File: src/rtl/wb_pwm_ctrl.sv
// wb_pwm_ctrl: Wishbone classic slave driving three PWM outputs.
// Registers: CTRL, PERIOD, PRESCALE, DUTY0..2 and STATUS (live counter
// plus sticky WRAP flag). Unmapped accesses answer with wb_err.
// Optional macro PWM_SHADOW_EN: PERIOD/DUTYn writes are double-buffered
// and reach the counter/comparators only at a wrap or while disabled.
module wb_pwm_ctrl #(
    parameter int CNT_W = 16,
    parameter int PRE_W = 8
) (
    input  logic        sys_clk,
    input  logic        sys_rst_n,
    input  logic [14:0] wb_adr,
    input  logic [31:0] wb_dat_w,
    output logic [31:0] wb_dat_r,
    input  logic [3:0]  wb_sel,
    input  logic        wb_cyc,
    input  logic        wb_stb,
    input  logic        wb_we,
    output logic        wb_ack,
    output logic        wb_err,
    output logic [2:0]  pwm
);

    localparam logic [2:0] OFF_CTRL     = 3'd0;
    localparam logic [2:0] OFF_PERIOD   = 3'd1;
    localparam logic [2:0] OFF_PRESCALE = 3'd2;
    localparam logic [2:0] OFF_DUTY0    = 3'd3;
    localparam logic [2:0] OFF_DUTY1    = 3'd4;
    localparam logic [2:0] OFF_DUTY2    = 3'd5;
    localparam logic [2:0] OFF_STATUS   = 3'd6;

    localparam logic [CNT_W-1:0] CNT_ONE = CNT_W'(1);
    localparam logic [PRE_W-1:0] PRE_ONE = PRE_W'(1);

    // bus handshake state
    logic                  ack_q, ack_d;
    logic                  err_q, err_d;
    logic [31:0]           dat_r_q, dat_r_d;

    // software-visible registers
    logic                  en_q, en_d;
    logic [2:0]            chen_q, chen_d;
    logic [2:0]            inv_q, inv_d;
    logic [CNT_W-1:0]      period_q, period_d;
    logic [PRE_W-1:0]      prescale_q, prescale_d;
    logic [2:0][CNT_W-1:0] duty_q, duty_d;
    logic                  wrap_q, wrap_d;

    // timebase and outputs
    logic [PRE_W-1:0]      pre_q, pre_d;
    logic [CNT_W-1:0]      cnt_q, cnt_d;
    logic [2:0]            pwm_q, pwm_d;

    // values actually seen by the wrap compare and the comparators
    logic [CNT_W-1:0]      period_act;
    logic [2:0][CNT_W-1:0] duty_act;

    logic                  req, hit, wr_en, rd_en, wrap_clr;
    logic                  tick, wrap_evt;
    logic [31:0]           bmask, reg_view, wr_val;
    logic                  unused_wr;

    // Address decode, register read view and byte-lane merge for writes.
    always_comb begin
        // A request is only taken when no response is in flight, so a
        // strobe held through the ack cycle is not answered twice.
        req   = wb_cyc & wb_stb & ~ack_q & ~err_q;
        hit   = (wb_adr[14:3] == 12'd0) && (wb_adr[2:0] != 3'd7);
        wr_en = req & hit & wb_we;
        rd_en = req & hit & ~wb_we;
        bmask = '0;
        for (int i = 0; i < 4; i++) begin
            bmask[8*i +: 8] = {8{wb_sel[i]}};
        end
        reg_view = '0;
        case (wb_adr[2:0])
            OFF_CTRL:     reg_view = {21'd0, inv_q, 1'b0, chen_q, 3'd0, en_q};
            OFF_PERIOD:   reg_view[CNT_W-1:0] = period_q;
            OFF_PRESCALE: reg_view[PRE_W-1:0] = prescale_q;
            OFF_DUTY0:    reg_view[CNT_W-1:0] = duty_q[0];
            OFF_DUTY1:    reg_view[CNT_W-1:0] = duty_q[1];
            OFF_DUTY2:    reg_view[CNT_W-1:0] = duty_q[2];
            OFF_STATUS: begin
                reg_view[CNT_W-1:0] = cnt_q;
                reg_view[31]        = wrap_q;
            end
            default:      reg_view = '0;
        endcase
        // unselected lanes keep the current contents; bits beyond a
        // register's width are dropped when sliced below
        wr_val   = (reg_view & ~bmask) | (wb_dat_w & bmask);
        ack_d    = req & hit;
        err_d    = req & ~hit;
        dat_r_d  = rd_en ? reg_view : 32'd0;
        wrap_clr = wr_en && (wb_adr[2:0] == OFF_STATUS) && wb_sel[3] && wb_dat_w[31];
    end

    assign unused_wr = ^wr_val;

    // Register file next-state from bus writes.
    always_comb begin
        en_d       = en_q;
        chen_d     = chen_q;
        inv_d      = inv_q;
        period_d   = period_q;
        prescale_d = prescale_q;
        duty_d     = duty_q;
        if (wr_en) begin
            case (wb_adr[2:0])
                OFF_CTRL: begin
                    en_d   = wr_val[0];
                    chen_d = wr_val[6:4];
                    inv_d  = wr_val[10:8];
                end
                OFF_PERIOD:   period_d   = wr_val[CNT_W-1:0];
                OFF_PRESCALE: prescale_d = wr_val[PRE_W-1:0];
                OFF_DUTY0:    duty_d[0]  = wr_val[CNT_W-1:0];
                OFF_DUTY1:    duty_d[1]  = wr_val[CNT_W-1:0];
                OFF_DUTY2:    duty_d[2]  = wr_val[CNT_W-1:0];
                default:      ;
            endcase
        end
    end

    // Prescaler, period counter and sticky WRAP flag.
    always_comb begin
        pre_d    = pre_q;
        cnt_d    = cnt_q;
        tick     = 1'b0;
        wrap_evt = 1'b0;
        if (!en_q) begin
            pre_d = '0;
            cnt_d = '0;
        end else begin
            // >= so a PRESCALE lowered under the running prescaler ticks
            // at once instead of rolling the prescaler over its full range
            tick  = (pre_q >= prescale_q);
            pre_d = tick ? '0 : pre_q + PRE_ONE;
            if (tick) begin
                // >= also covers a PERIOD lowered below the live count
                if (cnt_q >= period_act) begin
                    cnt_d    = '0;
                    wrap_evt = 1'b1;
                end else begin
                    cnt_d = cnt_q + CNT_ONE;
                end
            end
        end
        wrap_d = wrap_q;
        if (wrap_clr) wrap_d = 1'b0;
        // hardware set overrides a same-cycle software clear
        if (wrap_evt) wrap_d = 1'b1;
    end

`ifdef PWM_SHADOW_EN
    logic [CNT_W-1:0]      period_act_q, period_act_d;
    logic [2:0][CNT_W-1:0] duty_act_q, duty_act_d;

    // Active copies follow the bus registers only at a wrap or while disabled.
    always_comb begin
        period_act_d = period_act_q;
        duty_act_d   = duty_act_q;
        if (!en_q || wrap_evt) begin
            period_act_d = period_q;
            duty_act_d   = duty_q;
        end
    end

    // Active register storage.
    always_ff @(posedge sys_clk) begin
        if (!sys_rst_n) begin
            period_act_q <= '1;
            duty_act_q   <= '0;
        end else begin
            period_act_q <= period_act_d;
            duty_act_q   <= duty_act_d;
        end
    end

    assign period_act = period_act_q;
    assign duty_act   = duty_act_q;
`else
    assign period_act = period_q;
    assign duty_act   = duty_q;
`endif

    // Per-channel compare, invert and gating; registered below.
    always_comb begin
        pwm_d = '0;
        for (int n = 0; n < 3; n++) begin
            pwm_d[n] = en_q & chen_q[n] & ((cnt_q < duty_act[n]) ^ inv_q[n]);
        end
    end

    // State registers with synchronous active-low reset.
    always_ff @(posedge sys_clk) begin
        if (!sys_rst_n) begin
            ack_q      <= 1'b0;
            err_q      <= 1'b0;
            dat_r_q    <= '0;
            en_q       <= 1'b0;
            chen_q     <= '0;
            inv_q      <= '0;
            period_q   <= '1;
            prescale_q <= '0;
            duty_q     <= '0;
            wrap_q     <= 1'b0;
            pre_q      <= '0;
            cnt_q      <= '0;
            pwm_q      <= '0;
        end else begin
            ack_q      <= ack_d;
            err_q      <= err_d;
            dat_r_q    <= dat_r_d;
            en_q       <= en_d;
            chen_q     <= chen_d;
            inv_q      <= inv_d;
            period_q   <= period_d;
            prescale_q <= prescale_d;
            duty_q     <= duty_d;
            wrap_q     <= wrap_d;
            pre_q      <= pre_d;
            cnt_q      <= cnt_d;
            pwm_q      <= pwm_d;
        end
    end

    assign wb_ack   = ack_q;
    assign wb_err   = err_q;
    assign wb_dat_r = dat_r_q;
    assign pwm      = pwm_q;

endmodule

File: config.mk
export PLATFORM = sky130hd
export DESIGN_NAME = wb_pwm_ctrl
export DESIGN_NICKNAME = d
export VERILOG_FILES = /design/src/rtl/wb_pwm_ctrl.sv
export SDC_FILE = /design/constraint.sdc
export NUM_CORES = 1
export LEC_CHECK = 0
export BUFFER_PORTS_ARGS = -buffer_cell sky130_fd_sc_hd__buf_4
export CAP_MARGIN = 0
export CORE_UTILIZATION = 30
export DETAILED_ROUTE_END_ITERATION = 6
export SYNTH_ARGS = -nofsm -noshare
export SYNTH_HDL_FRONTEND = slang
export SYNTH_SLANG_ARGS = --single-unit
File: constraint.sdc
create_clock -name sys_clk -period 2.7 [get_ports sys_clk]
set_input_delay 0.27 -clock sys_clk [delete_from_list [all_inputs] [get_ports sys_clk]]
set_output_delay 0.27 -clock sys_clk [all_outputs]
set_load 0.01 [all_outputs]
# Word level (Yosys, flattened, before mapping)
# Cells that the tools add are included.
[classes] add_sub_neg=2 bitwise=26 reduce_logical=16 mux=9 n_eq_ne=7 order_cmp=5
[ops] op="$pmux W8 S7" count=1
[ops] op="$lt A16 B16 Y1" count=3
[ops] op="$pmux W8 S6" count=1
[ops] op="$and A16 B16 Y16" count=2
[ops] op="$add A16 B1 Y16 const B" count=1
[ops] op="$ge A16 B16 Y1" count=1
[ops] op="$mux W16" count=1
[ops] op="$not A16 Y16" count=1
[ops] op="$or A16 B16 Y16" count=1
[ops] op="$reduce_and A2 Y1" count=8
[ops] op="$and A1 B1 Y1" count=13
[ops] op="$logic_not A12 Y1" count=1
[ops] op="$eq A3 B3 Y1 const B" count=3
[ops] op="$add A8 B1 Y8 const B" count=1
[ops] op="$ge A8 B8 Y1" count=1
[ops] op="$eq A3 B2 Y1 const B" count=2
[ops] op="$mux W1" count=6
[ops] op="$not A1 Y1" count=6
[ops] op="$logic_and A1 B1 Y1" count=4
[ops] op="$eq A3 B1 Y1 const B" count=1
[ops] op="$logic_not A3 Y1" count=1
[ops] op="$ne A3 B3 Y1 const B" count=1
[ops] op="$reduce_or A3 Y1" count=1
[ops] op="$xor A1 B1 Y1" count=3
[ops] op="$reduce_bool A2 Y1" count=1
[totals] inputBits=56 word_cells=81 reg_bits=141

# Logic depth before layout (Yosys ltp)
[depth] word_depth=10 ltp_mapped=11 mapped_depth_nobuf=8

# Worst setup path after synthesis
# No wires, ideal clock.
[synth_path] kind="register to register" from="register prescale_q[7]" to="register cnt_q[5]" setup_ps=115 n_path_buf=3 path_slack_ps=695 path_stages_with_launch=12 arrival_ps=1891 cell_sequence="dfxtp_1 inv_1 ha_1 and3_1 nand3_1 o21a_1 buf_6 and2_1 buf_2 o21ai_2 buf_4 nor2_1"
[synth_between] elab_chain_len=1
[synth_rtl] element="from (decl)" line="45" text="logic [PRE_W-1:0] prescale_q, prescale_d;"
[synth_rtl] element="from (signal assigned)" line="219" text="prescale_q <= prescale_d;"
[synth_rtl] element="$ge A8 B8 Y1" line="137" text="tick = (pre_q >= prescale_q);"
[synth_rtl] element="to (signal assigned)" line="223" text="cnt_q <= cnt_d;"
[synth_rtl] element="to (decl)" line="51" text="logic [CNT_W-1:0] cnt_q, cnt_d;"
# No other way between the ends.
# A chain may end at the register's enable or synchronous reset.

# Worst setup path in the final report
[layout_path] from="register period_q[15], in the netlist period_act[15]" to="register cnt_q[0]"
[layout_between] elab_chain_len=2
[layout_rtl] element="from (decl)" line="44" text="logic [CNT_W-1:0] period_q, period_d;"
[layout_rtl] element="from (signal assigned)" line="218" text="period_q <= period_d;"
[layout_rtl] element="$ge A16 B16 Y1" line="141" text="if (cnt_q >= period_act) begin"
[layout_rtl] element="$mux W16" line="141"
# No other way between the ends.

==> flow_metrics.py <==
metrics = {
    "die": {
        "initial_utilization": 0.306,
        "io_pins": 93,
        "die_w_um": 160,
        "die_h_um": 160,
        "core_area_sq_um": 24400,
        "num_rows": 57,
        "die_area_sq_um": 25500,
    },
    "timing": {
        "fin_setup_tns_ns": 0,
        "grt_setup_unrepaired": "false",
        "finalMaxSlewViolations": 0,
        "max_freq_mhz": 432,
        "fin_crit_ns": 2.31,
        "relSlewSlack": 0.526,
        "finalCritPeriodShare": 0.857,
        "finalHoldViolations": 0,
        "worst_pin_slew_ns": 0.704,
        "finalSetupViolations": 0,
        "fin_worst_skew_ns": 0.0142,
    },
    "critical_path": {
        "critPathCaptureType": "flip-flop",
        "cp-start-kind": "flip-flop",
        "cp.required_ns": 2.97,
        "critPathMaxStageDelay_ns": 0.55,
        "cp_max_fo": 15,
        "crit_path_top_delay_cell": "o21ai_2",
        "worstRegToRegCells": 8,
        "worstSetupStartpoint": "period_act[15]",
        "rrSetupSlack_ns": 0.39,
        "reg2reg_to": "cnt_q[0]",
        "crit_type": "reg2reg",
        "crit_chain": "inv_1 > ha_1 > nand4_1 > or3_1 > a21oi_1 > a211oi_1 > o21ai_2 > nor2_1",
        "r2r_start": "period_act[15]",
        "critPathArrivalTime_ns": 2.59,
        "worstSetupEndpoint": "cnt_q[0]",
    },
    "yosys": {
        "synth_top_cell_by_area": "dfxtp_1",
        "synth_cells": 890,
        "netlist_top_cells_count": "dfxtp_1, nor2_1, inv_1",
        "seq_area_frac_synth": 0.338,
        "synth-edff-count": 0,
        "syn_avg_cell_area_sq_um": 8.39,
        "synth_top_area_frac": 0.338,
        "synth_top_flop_cell": "dfxtp_1",
        "synthArstFlopShare": 0,
        "ys_seq_elements": 126,
        "synth_area_sq_um": 7470,
        "yosys_warnings": 0,
        "synth_cell_types": 67,
        "ys_top_cells_by_area": "dfxtp_1, ha_1, o21ai_0, nor2_1, inv_1",
        "yosysMostFrequentCell": "dfxtp_1",
    },
    "clocking": {
        "cts_made_buffers": 17,
        "ctsHtreeMaxLevel": 4,
        "cts-root-buf": "clkbuf_16",
        "clkTransAtPathRegs_ns": 0.05,
        "clock_path_buffers": 2,
        "hold_buffers": 0,
        "numClockSinks": 126,
        "clkLatencyLatePin_ns": 0.43,
        "cts_resized": 0,
        "post_cts_buffers": 0,
        "cts_tree": "done",
    },
    "job": {
        "cap_violations": 0,
    },
    "pwr": {
        "p_int_w": 0.00347,
        "power.density_nw_per_um2": 503,
        "swShare": 0.220,
        "p_sw_w": 0.000979,
        "power_frac_comb": 0.058,
        "peakVddDrop_mv": 0.383,
        "pwr-share-clk": 0.524,
        "pwr-share-seq": 0.418,
        "p_leak_nw": 3.73,
        "power_w": 0.00445,
    },
    "route": {
        "firstDrtPassIters": 6,
        "wl_per_cell_um": 16.7,
        "drt_iter0_drc": 509,
        "vias_per_cell": 5.10,
        "num_vias": 6578,
        "ant_nets": 0,
        "route.detailed.drc": 0,
        "finalWirelength_um": 21600,
    },
    "global_route": {
        "track_usage": 0.173,
        "antenna_found_initial": 0,
        "grt_pass1_vias": 6228,
        "grt_overflow": 0,
        "grt_max_degree": 49,
        "grt_first_pass_wirelength_um": 34400,
    },
    "placement": {
        "hpwl_um": 16000,
        "portBuffers": 61,
        "gp_congestion": 0.879,
    },
    "final_layout": {
        "fillCellCount": 2554,
        "area_growth_pct": 18.6,
        "multi_input_area_sq_um": 4350,
        "seq_area_sq_um": 2520,
        "nNetsFinal": 1081,
        "drive_gt1_frac": 0.165,
        "num_antenna_cells": 0,
    },
    "run_status": {
        "outcome": "finished, final reports clean",
    },
    "worst_hold_path": {
        "min_path_type": "in2reg",
    },
}
[registers in the layout, indices dropped and copies added (netlist names)]
name	flops
period_act	16
cnt_q	16
duty_act	48
en_q	1
wb_dat_r	17
prescale_q	8
pwm	3
wrap_q	1
chen_q	3
wb_err	1
inv_q	3
pre_q	8
wb_ack	1
[layout by cell type, fill, tap and decap left out, types with 9 or more instances in the layout]
cell,synthesis,routed
and2_1,19,19
o211ai_1,11,11
buf_4,17,93
nor2_2,9,9
nand3_1,41,41
nor2_1,77,77
nand2_1,66,66
xnor2_1,12,12
a22oi_1,14,14
nand4_1,16,16
clkbuf_16,0,17
mux2_2,9,9
a21o_1,16,16
dfxtp_1,126,126
ha_1,71,71
inv_1,76,76
o21ai_1,26,26
a211oi_1,11,11
and3_1,11,11
a21oi_1,33,33
o21ai_0,62,62
mux2i_1,14,14
conb_1,1,15
[cell families (layout without fill, tap and decap cells)]
family / after synthesis / in the layout / share of synthesized area
compound gates: 218 / 218 / 0.187
xor+xnor: 16 / 16 / 0.0188
fa+ha+maj: 71 / 71 / 0.119
buf+inv: 138 / 200 / 0.0863
flops: 126 / 126 / 0.338
mux: 31 / 31 / 0.0540
other cells: 1 / 15 / 0.000502
simple gates: 289 / 289 / 0.196
[how the worst min path moves through the flow]
stage / startpoint / end / slack (ns) / depth (start not counted)
2_1_floorplan: wrap_q / wb_dat_r[31] / 0.42 / 2
3_3_place_gp: wrap_q / wb_dat_r[31] / 0.44 / 2
3_5_place_dp: wrap_q / wb_dat_r[31] / 0.44 / 2
4_1_cts: sys_rst_n / wb_ack / 0.14 / 3
5_1_grt: sys_rst_n / wb_ack / 0.16 / 3
6_report: sys_rst_n / wb_ack / 0.15 / 3
[metal layers]
layer / vias to the layer above / wire [um] / global-route usage
li1: 3232 / - / -
met1: 3069 / 9980 / 0.233
met5: - / 0 / 0
met2: 246 / 9700 / 0.273
met3: 31 / 1430 / 0.0338
met4: 0 / 455 / 0.0638
[per-stage QoR]
| step | cell area [sq um] | cells | util | setup WS, ns | hold slack [ns] |
|---|---|---|---|---|---|
| 4_1_cts | 8860 | 1290 | 0.363 | 0.321 | 0.144 |
| 5_1_grt | 8860 | 1290 | 0.363 | 0.152 | 0.158 |
| 3_5_place_dp | 8260 | 1259 | 0.339 | 0.350 | 0.438 |
| 3_3_place_gp | 8260 | 1259 | 0.339 | 0.370 | 0.442 |
| 2_1_floorplan | 7520 | 904 | - | 0.695 | 0.421 |
| 6_report | 8860 | 1290 | 0.363 | 0.387 | 0.149 |
[power groups by stage]
| stage | clock network, W | logic (W) | registers (W) |
|---|---|---|---|
| floorplan | 0 | 0.000168 | 0.00190 |
| global placement | 0 | 0.000256 | 0.00190 |
| detailed placement | 0 | 0.000255 | 0.00190 |
| CTS | 0.00235 | 0.000257 | 0.00186 |
| global route | 0.00245 | 0.000277 | 0.00186 |
| finish | 0.00233 | 0.000258 | 0.00186 |
[cell type report]
class,instances,share of cell area
Multi-Input combinational cell,640,0.492
Sequential cell,126,0.285
Timing Repair Buffer,93,0.0788
Clock buffer,24,0.0544
Tap cell,324,0.0458
Inverter,76,0.0322
Clock inverter,7,0.0124
[critical path: cells and delay by family (launching register included)]
kind / cells / cell delay [ns]
AO/OA/AOI/OAI: 3 / 0.77
adder cells (fa/ha/maj): 1 / 0.32
buffers and inverters: 1 / 0.08
flip-flops: 1 / 0.36
AND/OR/NAND/NOR: 3 / 0.65
Power figures use the tool's default switching activity.
